**src/rtl/s953_pkg.sv**
```systemverilog
// Shared definitions for the s953 handshake sequencer: one-hot state encoding,
// default timing parameters and the counter-width helper.
package s953_pkg;

  typedef enum logic [5:0] {
    IDLE    = 6'b000000,
    RT_REQ  = 6'b000001,
    RT_XFER = 6'b000010,
    BM_REQ  = 6'b000100,
    BM_XFER = 6'b001000,
    DRAIN   = 6'b010000,
    ERR     = 6'b100000
  } state_e;

  // Plain vector so that illegal encodings stay representable and recoverable.
  typedef logic [5:0] state_t;

  localparam int BURST_DEF = 4;
  localparam int TMO_DEF   = 15;

  function automatic int width_for(input int n);
    return (n < 1) ? 1 : $clog2(n + 1);
  endfunction

  localparam int BEAT_W = width_for(BURST_DEF);
  localparam int TMO_W  = width_for(TMO_DEF);

endpackage

```
**src/rtl/s953_hs_timer.sv**
```systemverilog
// Small up-counter with synchronous clear, count enable and a compare-to-limit flag;
// used both as the REQ timeout counter and as the burst beat counter.
module s953_hs_timer #(
  parameter int W = 4
) (
  input  logic         clk,
  input  logic         rst_n,
  input  logic         i_load,
  input  logic         i_en,
  input  logic [W-1:0] i_limit,
  output logic         o_expire
);

  logic [W-1:0] r_count;

  always_ff @(posedge clk) begin
    if (!rst_n)      r_count <= '0;
    else if (i_load) r_count <= '0;
    else if (i_en)   r_count <= r_count + 1'b1;
  end

  assign o_expire = (r_count == i_limit);

endmodule

```
**src/rtl/s953_hs_sequencer.sv**
```systemverilog
// Registered handshake sequencer owning State_5..State_0: runs the Rt and Bm
// two-ready handshakes, emits per-beat acks, a wrapping beat total and a sticky timeout flag.
module s953_hs_sequencer
  import s953_pkg::*;
#(
  parameter int BURST = BURST_DEF,
  parameter int TMO   = TMO_DEF,
  parameter int CNT_W = 8
) (
  input  logic             clk,
  input  logic             rst_n,
  input  logic             want_rt,
  input  logic             rdy1_rt,
  input  logic             rdy2_rt,
  input  logic             want_bm,
  input  logic             rdy1_bm,
  input  logic             rdy2_bm,
  input  logic             full_i,
  input  logic             full_o,
  input  logic             in_done,
  input  logic [2:0]       prog,
  output logic [5:0]       state,
  output logic             ack_rt,
  output logic             ack_bm,
  output logic [CNT_W-1:0] xfer_cnt,
  output logic             err
);

  localparam int BW = width_for(BURST);
  localparam int TW = width_for(TMO);
  localparam logic [BW-1:0] BEAT_LAST = BW'(BURST - 1);
  localparam logic [TW-1:0] TMO_LIM   = TW'(TMO);

  state_t             r_state;
  logic               r_ack_rt;
  logic               r_ack_bm;
  logic [CNT_W-1:0]   r_xfer_cnt;
  logic               r_err;

  state_t w_next;
  logic   w_beat_rt;
  logic   w_beat_bm;
  logic   w_tmo_en;
  logic   w_tmo_load;
  logic   w_tmo_exp;
  logic   w_beat_load;
  logic   w_beat_last;
  logic   w_unused;

  assign w_unused = prog[1];

  // Both counters are held clear outside the states that use them, so each REQ
  // entry starts its timeout at zero and each XFER entry starts at beat zero.
  assign w_tmo_load  = (r_state != RT_REQ) && (r_state != BM_REQ);
  assign w_beat_load = (r_state != RT_XFER) && (r_state != BM_XFER);

  s953_hs_timer #(.W(TW)) u_tmo (
    .clk      (clk),
    .rst_n    (rst_n),
    .i_load   (w_tmo_load),
    .i_en     (w_tmo_en),
    .i_limit  (TMO_LIM),
    .o_expire (w_tmo_exp)
  );

  s953_hs_timer #(.W(BW)) u_beat (
    .clk      (clk),
    .rst_n    (rst_n),
    .i_load   (w_beat_load),
    .i_en     (w_beat_rt | w_beat_bm),
    .i_limit  (BEAT_LAST),
    .o_expire (w_beat_last)
  );

  always_comb begin
    w_next    = r_state;
    w_beat_rt = 1'b0;
    w_beat_bm = 1'b0;
    w_tmo_en  = 1'b0;
    case (r_state)
      IDLE: begin
        if (want_rt && !full_i && !full_o) w_next = RT_REQ;
        else if (want_bm && !full_o)       w_next = BM_REQ;
      end
      RT_REQ: begin
        if (!want_rt)                w_next = IDLE;
        else if (rdy1_rt && rdy2_rt) w_next = RT_XFER;
        else if (w_tmo_exp)          w_next = ERR;
        else                         w_tmo_en = 1'b1;
      end
      RT_XFER: begin
        w_beat_rt = !full_i;
        // in_done terminates the transfer even when full_i blocks the beat.
        if ((w_beat_rt && w_beat_last) || in_done) w_next = prog[2] ? DRAIN : IDLE;
      end
      BM_REQ: begin
        if (!want_bm)                w_next = IDLE;
        else if (rdy1_bm && rdy2_bm) w_next = BM_XFER;
        else if (w_tmo_exp)          w_next = ERR;
        else                         w_tmo_en = 1'b1;
      end
      BM_XFER: begin
        w_beat_bm = !full_o;
        if (w_beat_bm && w_beat_last) w_next = IDLE;
      end
      DRAIN: begin
        if (!full_i && !full_o) w_next = IDLE;
      end
      ERR: begin
        if (prog[0] && !want_rt && !want_bm) w_next = IDLE;
      end
      default: w_next = IDLE;
    endcase
  end

  always_ff @(posedge clk) begin
    if (!rst_n) begin
      r_state    <= IDLE;
      r_ack_rt   <= 1'b0;
      r_ack_bm   <= 1'b0;
      r_xfer_cnt <= '0;
      r_err      <= 1'b0;
    end else begin
      r_state  <= w_next;
      r_ack_rt <= w_beat_rt;
      r_ack_bm <= w_beat_bm;
      if (w_beat_rt || w_beat_bm) r_xfer_cnt <= r_xfer_cnt + 1'b1;
      if (w_next == ERR)                          r_err <= 1'b1;
      else if (r_state == ERR && w_next == IDLE)  r_err <= 1'b0;
    end
  end

  assign state    = r_state;
  assign ack_rt   = r_ack_rt;
  assign ack_bm   = r_ack_bm;
  assign xfer_cnt = r_xfer_cnt;
  assign err      = r_err;

endmodule

```
**config.mk**
```make
export PLATFORM = sky130hd
export DESIGN_NAME = s953_hs_sequencer
export DESIGN_NICKNAME = d
export VERILOG_FILES = /design/src/rtl/s953_pkg.sv /design/src/rtl/s953_hs_timer.sv /design/src/rtl/s953_hs_sequencer.sv
export SDC_FILE = /design/constraint.sdc
export NUM_CORES = 1
export LEC_CHECK = 0
export CAP_MARGIN = 10
export CORE_ASPECT_RATIO = 1.25
export CORE_UTILIZATION = 35
export CTS_CLUSTER_DIAMETER = 80
export DETAILED_ROUTE_END_ITERATION = 16
export SETUP_SLACK_MARGIN = 0.3
export SLEW_MARGIN = 20
export SYNTH_ARGS = -nofsm -noshare
export SYNTH_HDL_FRONTEND = slang
export SYNTH_SLANG_ARGS = --single-unit
```
**constraint.sdc**
```tcl
create_clock -name clk -period 2.2 [get_ports clk]
set_input_delay 0.22 -clock clk [delete_from_list [all_inputs] [get_ports clk]]
set_output_delay 0.22 -clock clk [all_outputs]
set_load 0.05 [all_outputs]
```
==> impl_results.md, run 1 <==
* Number of cell instances on the worst register-to-register path at 6
* Worst-Skew Late Latency at roughly 0.27 ns
* Most frequent cells in the layout: sky130_fd_sc_hd__clkdlybuf4s50_1, sky130_fd_sc_hd__dfxtp_1, sky130_fd_sc_hd__buf_4
* Achievable clock frequency at between 0.5 and 0.6 GHz
* Ratio of total power to cell area at 488 mW/mm^2
* Clock sink count at 24
* Max Cap Viol at 0
* DRC violation total after the first TritonRoute iteration at 35
* # rows at 24
* Maximum fanout along the worst path at 7
* Seq pwr share at between 40 and 50%
* Worst Skew at between 0.005 and 0.006 ns
* Switching fraction of total power at 24.4%
* Clock transition at the register clock pins on the worst setup and hold paths after CTS at approximately 0.09 ns
* Number of distinct standard cells referenced by the synthesized netlist at 45
* Area fraction in and, or, nand and nor cells after synthesis at 30.3%
* WHS Path Cells at 2
* Cell area reported after detailed placement at approximately 0.0016 sq mm
* Combined buffer and inverter count along the critical path at 1
* Net total in the final layout at 218
* Cell at the root of the clock tree: sky130_fd_sc_hd__clkbuf_8
* All-layer global routing usage at between 10% and 20%
* CP Data Arrival Time at roughly 2.1 ns
* Leakage power at approximately 0.7 nW
* Clock buffer depth at 2
* Min-Delay Endpoint: u_beat.r_count[2]
* H-tree levels at 1
* Number of max-slew violations in the final report at 0
* Synthesized netlist cell count at 156
* Maximum number of pins on one net before global-route repair at 15
* Buffers added on ports at 29
* Met2 track utilization from global routing at 31.1%
* Kind of end point of the critical path: register
* Clock tree from TritonCTS: built
* Worst slew pin tran at a little over 0.6 ns
* Setup crit start kind: register
* Final std cell area, no fill at about 0.0019 sq mm
* Total number of vias at 1344
* Number of design rule violations left after detail routing at 0
* Summed instance area of the synthesized netlist at between 0.001 and 0.0015 sq mm
* Sum Neg Setup Slack at 0 ns
* Series of cell instances along the critical path: or4_4 -> nor3_4 -> buf_4 -> nor2_2 -> or3_1 -> a21oi_1
* Starting utilization of the core area at 36.9%
* Min Clock Period, post-route at ~1.9 ns
* Mux share of post-synthesis cell area at approximately 1.5%
* Share of total power in combinational logic at between 10% and 20%
* Design internal power at between 0.0006 and 0.0007 W
* Post-Synth XOR/XNOR Area at about 4.7%
* FF+latch count, synth at 24
* Cts bufs inserted at 3
* Initial antenna violation count at 0
* Detailed-routing iteration count for the pre-antenna-repair pass at 4
* Routed len/inst at roughly 16 microns
* Worst hold path startpoint: u_beat.r_count[2]
* Met3 capacity usage during global routing at 2.59%
* Clock Power Share at 38.6%
* Adder-cell share of the synthesized area at between 4 and 5%
* Vias in the first global route at 1258
* Post-synth net total at between 150 and 200
* Main combinational cell family by area after synthesis: simple AND/OR/NAND/NOR gates
* Residual antenna-violating net count after detailed routing at 0
* Slew headroom at between 50% and 60%
* Period utilization at between 80% and 90%
* Width of the die at 56.5 microns
* Post-synth EDFFs at 0
* Die footprint at between 0.003 and 0.004 sq mm
* Async SR Flop Fraction at 0%
* Result of the run: finished, final reports clean
* Family of cells with the greatest summed delay on the critical path: simple AND/OR/NAND/NOR gates
* Placer Congestion at slightly below 0.9
* Number of diodes added for antenna fixing at 0
* Sequential cell area fraction in the yosys report at 37.0%
* Number of setup violations in the final report at 0
* Final WS setup at roughly 0.26 ns
* Synthesis warning total at 0
* Final Hold Slack at 0.467 ns
* Core Region at about 0.0035 sq mm
* Overall die height at 70.1 microns
* Hold buffers post-CTS at 0
* R2R Path End: xfer_cnt[2]
* Global-route wire length before repair at 5.82 mm
* Required time reported for the critical path endpoint at about 2.4 ns
* Largest vdd supply drop at slightly above 0.3 mV
* Worst reg2reg setup slack at around 0.26 ns
* Via count normalized by instance count at 5.65
* Layer with the highest usage after global routing: met2
* HPWL after DPL at 2.46 mm
* Final WL at approximately 3.8 mm
* Unrepaired setup endpoints after global routing: yes
* Synth Area in Compound Gates at about 17%
* Synthesized area divided by synthesized cell count at about 8.3 sq um
* Met1 capacity usage during global routing at a little under a quarter
* Hold Crit Class: reg -> reg
* Cell at the slowest stage of the critical path: sky130_fd_sc_hd__or4_4
* Fraction of layout instances using a drive strength above 1 at roughly a fifth
* Main synth FF type: sky130_fd_sc_hd__dfxtp_1
* Class of the most critical setup path: reg -> reg
* Signed area change from the synthesized netlist to the final layout at 44.3%
* Startpoint of the worst-slack reg-to-reg timing path: state[3]
* Overflow left after global routing at 0
* Largest stage delay on the critical path at roughly 0.54 ns
* I/O pins at 31
* Logic depth of the worst setup path including buffers at 6
* Most frequent standard cell in the layout excluding fill and tap cells: sky130_fd_sc_hd__clkdlybuf4s50_1
* Count of final hold-check violations at 0
* Switching power summed over all nets at about 0.00022 W
* Worst slack at placement at 0.253 ns
## how the worst max path moves through the flow
stage             start                to
3_5_place_dp   state[3]       xfer_cnt[7]
5_1_grt        state[2]  u_tmo.r_count[3]
4_1_cts        state[5]       xfer_cnt[6]
6_report       state[3]       xfer_cnt[2]
3_3_place_gp   state[3]       xfer_cnt[6]
2_1_floorplan  state[5]       xfer_cnt[6]
## synth_stat cells, drive strengths merged (3+ instances only)
cell type	instances	area (sq um)
xnor2	3	26.3
nor4	7	43.8
nor3	6	46.3
ha	4	50.1
nor2	16	62.6
nand3	10	50.1
xor2	4	35.0
nand4	4	25.0
a21oi	12	60.1
nand2	7	26.3
buf	4	23.8
inv	6	22.5
dfxtp	24	480
o21ai	7	35.0
clkbuf	3	11.3
or4	4	37.5
or3	3	18.8
## metrics by stage
step           total power, W  std cells  util [%]
6_report             0.000913        238      53.3
5_1_grt              0.000942        238      53.3
4_1_cts              0.000902        227      49.9
3_5_place_dp         0.000551        220      46.8
3_3_place_gp         0.000550        220      46.8
2_1_floorplan        0.000507        156         -
## flip-flops by register name (all words and copies together) (netlist names)
name / count
ack_bm: 1
ack_rt: 1
err: 1
state: 6
u_beat.r_count: 3
u_tmo.r_count: 4
xfer_cnt: 8
## worst reg2reg max path, cell delays in order (launching register included)
cell	delay, ns
sky130_fd_sc_hd__dfxtp_4	0.38
sky130_fd_sc_hd__or4_4	0.54
sky130_fd_sc_hd__nor3_4	0.27
sky130_fd_sc_hd__buf_4	0.16
sky130_fd_sc_hd__nor2_2	0.05
sky130_fd_sc_hd__or3_1	0.30
sky130_fd_sc_hd__a21oi_1	0.16
## kinds of logic (layout without fill, tap and decap cells)
logic type,Yosys count,count (layout)
DFF,24,24
AOI/OAI and AO/OA,36,36
muxes,2,2
and+or+nand+nor,69,70
buffers and inverters,13,55
adders and majority gates,5,5
xor gates and xnor gates,7,7
## repair_timing
action	CTS	global route
pin swaps	3	5
resized for setup	2	9
gates cloned	0	1
setup buffers	3	10
endpoints found under the setup margin	2	8
## layout make-up
class / count / area, sq um
well taps: 39 / 48.8
multi-input cells: 120 / 813
inverters: 6 / 22.5
clock buffers: 4 / 66.3
fillers: 326 / 1640
repair buffers: 45 / 423
flip-flops and latches: 24 / 498
## routing by layer
layer	vias to the layer above	wire length, microns
li1	663	-
met1	629	1580
met2	43	1940
met3	9	150
met4	0	84
met5	-	0
## power groups by stage
| stage | combinational, W | sequential (W) | clock [W] |
|---|---|---|---|
| floorplan | 0.0000488 | 0.000458 | 0 |
| CTS | 0.000106 | 0.000441 | 0.000355 |
| finish | 0.000123 | 0.000438 | 0.000352 |
| global route | 0.000132 | 0.000438 | 0.000372 |
| detailed placement | 0.0000975 | 0.000454 | 0 |
| global placement | 0.0000966 | 0.000453 | 0 |
Power figures use the tool's default switching activity.
==> run 2, diff against run 1 <==
--- a/config.mk
+++ b/config.mk
@@ -7,9 +7,11 @@
 export LEC_CHECK = 0
 export CAP_MARGIN = 10
 export CORE_ASPECT_RATIO = 1.25
-export CORE_UTILIZATION = 35
+export CORE_UTILIZATION = 40
 export CTS_CLUSTER_DIAMETER = 80
 export DETAILED_ROUTE_END_ITERATION = 16
+export PLACE_DENSITY = 0.77
+export REMOVE_ABC_BUFFERS = 1
 export SETUP_SLACK_MARGIN = 0.3
 export SLEW_MARGIN = 20
 export SYNTH_ARGS = -nofsm -noshare
==> impl_results.md, run 2 (synthesized netlist as in run 1, its figures left out) <==
* Overflow left after global routing at 0
* Maximum fanout along the worst path at 6
* Number of max-slew violations in the final report at 0
* Number of setup violations in the final report at 0
* CP Data Arrival Time at around 2.1 ns
* Cts bufs inserted at 3
* Starting utilization of the core area at between 40% and 50%
* Count of final hold-check violations at 0
* Series of cell instances along the critical path: or4_4 -> nor3_4 -> nor2_4 -> or4_1 -> a21oi_1
* Initial antenna violation count at 0
* All-layer global routing usage at a little over a fifth
* Via count normalized by instance count at a little under 6
* Kind of end point of the critical path: register
* Worst slack at placement at around 0.22 ns
* Cell area reported after detailed placement at approximately 0.0017 sq mm
* Number of standard cells in the final layout excluding fillers at between 200 and 250
* Worst Skew at around 0.011 ns
* Leakage power at 0.730 nW
* Design internal power at 0.000590 W
* Number of diodes added for antenna fixing at 0
* Family of cells with the greatest summed delay on the critical path: simple AND/OR/NAND/NOR gates
* Class of the most critical setup path: reg -> reg
* Slew headroom at approximately 63%
* Combined buffer and inverter count along the critical path at 0
* Final std cell area, no fill at between 0.0015 and 0.002 sq mm
* Cell at the root of the clock tree: sky130_fd_sc_hd__clkbuf_4
* Cell total after placement at roughly 220
* Clock sink count at 24
* Global-route wire length before repair at around 5.6 mm
* Width of the die at 52.9 microns
* Largest vdd supply drop at just under 0.3 mV
* Clock Power Share at ~29%
* Placer Congestion at approximately 0.91
* Setup crit start kind: register
* Maximum number of pins on one net before global-route repair at 14
* Cell at the slowest stage of the critical path: sky130_fd_sc_hd__or4_4
* Hold Crit Class: reg -> reg
* Buffers added on ports at 29
* Residual antenna-violating net count after detailed routing at 0
* Period utilization at between 80% and 90%
* Switching fraction of total power at 24.4%
* Overall die height at around 66 microns
* Most frequent cells in the layout: sky130_fd_sc_hd__dfxtp_1, sky130_fd_sc_hd__clkdlybuf4s50_1, sky130_fd_sc_hd__nor2_1
* Detailed-routing iteration count for the pre-antenna-repair pass at 4
* Hold buffers post-CTS at 0
* Core Region at approximately 0.0030 sq mm
* # rows at 22
* Unrepaired setup endpoints after global routing: yes
* Max Cap Viol at 0
* Fraction of layout instances using a drive strength above 1 at between 10% and 20%
* Achievable clock frequency at 0.527 GHz
* Switching power summed over all nets at about 0.00019 W
* Final WS setup at slightly above 0.3 ns
* Required time reported for the critical path endpoint at about 2.4 ns
* HPWL after DPL at 2.43 mm
* Net total in the final layout at about 210
* Area of combinational cells with multiple inputs at roughly 800 sq um
* I/O pins at 31
* Die footprint at roughly 0.0035 sq mm
* Clock tree from TritonCTS: built
* Vias in the first global route at 1257
* Number of design rule violations left after detail routing at 0
* Flip-flop count of the largest register after layout at 8
* Final WL at 3.35 mm
* Worst slew pin tran at 0.551 ns
* Signed area change from the synthesized netlist to the final layout at 37.6%
* Power consumption at between 0.0007 and 0.0008 W
* # fillers at ~270
* Total number of vias at ~1300
* Result of the run: finished, final reports clean
* DRC violation total after the first TritonRoute iteration at 46
* Clock transition at the register clock pins on the worst setup and hold paths after CTS at roughly 0.13 ns
* Ratio of total power to cell area at 437 mW/mm^2
* Area taken by flip-flops and latches at between 400 and 500 sq um
* Routed len/inst at about 15 microns
* Share of total power in combinational logic at about 14%
* Largest stage delay on the critical path at between 0.5 and 0.6 ns
* Min Clock Period, post-route at 1.90 ns
* Seq pwr share at a little under three fifths
* H-tree levels at 1
* Clock buffer depth at 2
* Worst-Skew Late Latency at 0.31 ns
[run 2: cell types whose count changed in the layout (fill, tap and decap cells not counted), sizes merged]
cell	delta
nor2	-1
clkdlybuf4s50	-6
buf	-3
dlygate4sd2	+3
dlymetal6s2s	+3
[run 2: through the flow]
stage | hold WS, ns | setup TNS, ns | utilization (%)
after floorplan | 0.298 | -0.0283 | -
after global placement | 0.438 | 0 | 55.3
after detailed placement | 0.443 | 0 | 55.3
after CTS | 0.461 | 0 | 57.7
after global routing | 0.465 | 0 | 59.5
final | 0.462 | 0 | 59.5
[run 2: power groups by stage]
stage	Combinational [W]	Sequential, W	Clock (W)
global placement	0.000104	0.000449	0
CTS	0.000110	0.000439	0.000235
detailed placement	0.000106	0.000449	0
floorplan	0.0000411	0.000463	0
finish	0.000113	0.000439	0.000228
global route	0.000122	0.000440	0.000261
[run 2: area by class of cell]
type	instances	area share [%]
Inverter	6	1.26
Sequential cell	24	27.0
Timing Repair Buffer	42	22.1
Multi-Input combinational cell	119	45.1
Tap cell	36	2.52
Clock buffer	4	2.03
[run 2: worst paths after layout]
kind	start	end	slack (ns)	cells after the start
worst min-delay path	u_beat.r_count[2]	u_beat.r_count[2]	0.46	2
worst min register to register	u_beat.r_count[2]	u_beat.r_count[2]	0.46	2
worst max-delay path	state[0]	xfer_cnt[6]	0.30	5
worst max register to register	state[0]	xfer_cnt[6]	0.30	5
[run 2: repair_timing]
| action | in CTS | in global routing |
|---|---|---|
| pin swaps | 4 | 11 |
| gates resized for setup | 5 | 12 |
| endpoints found under the setup margin | 7 | 14 |
| buffers inserted | 4 | 1 |
[run 2: per-layer routing]
| metal | routed length, microns | part of all wire [%] | global-route usage, % |
|---|---|---|---|
| met5 | 0 | 0 | 0 |
| met1 | 1300 | 39 | 24.0 |
| met3 | 172 | 5.1 | 2.55 |
| met2 | 1830 | 54 | 38.1 |
| met4 | 54 | 1.6 | 11.2 |
[run 2: worst register-to-register path, stage by stage (launching register included)]
cell,delay (ns)
sky130_fd_sc_hd__dfxtp_2,0.35
sky130_fd_sc_hd__or4_4,0.57
sky130_fd_sc_hd__nor3_4,0.24
sky130_fd_sc_hd__nor2_4,0.09
sky130_fd_sc_hd__or4_1,0.47
sky130_fd_sc_hd__a21oi_1,0.12
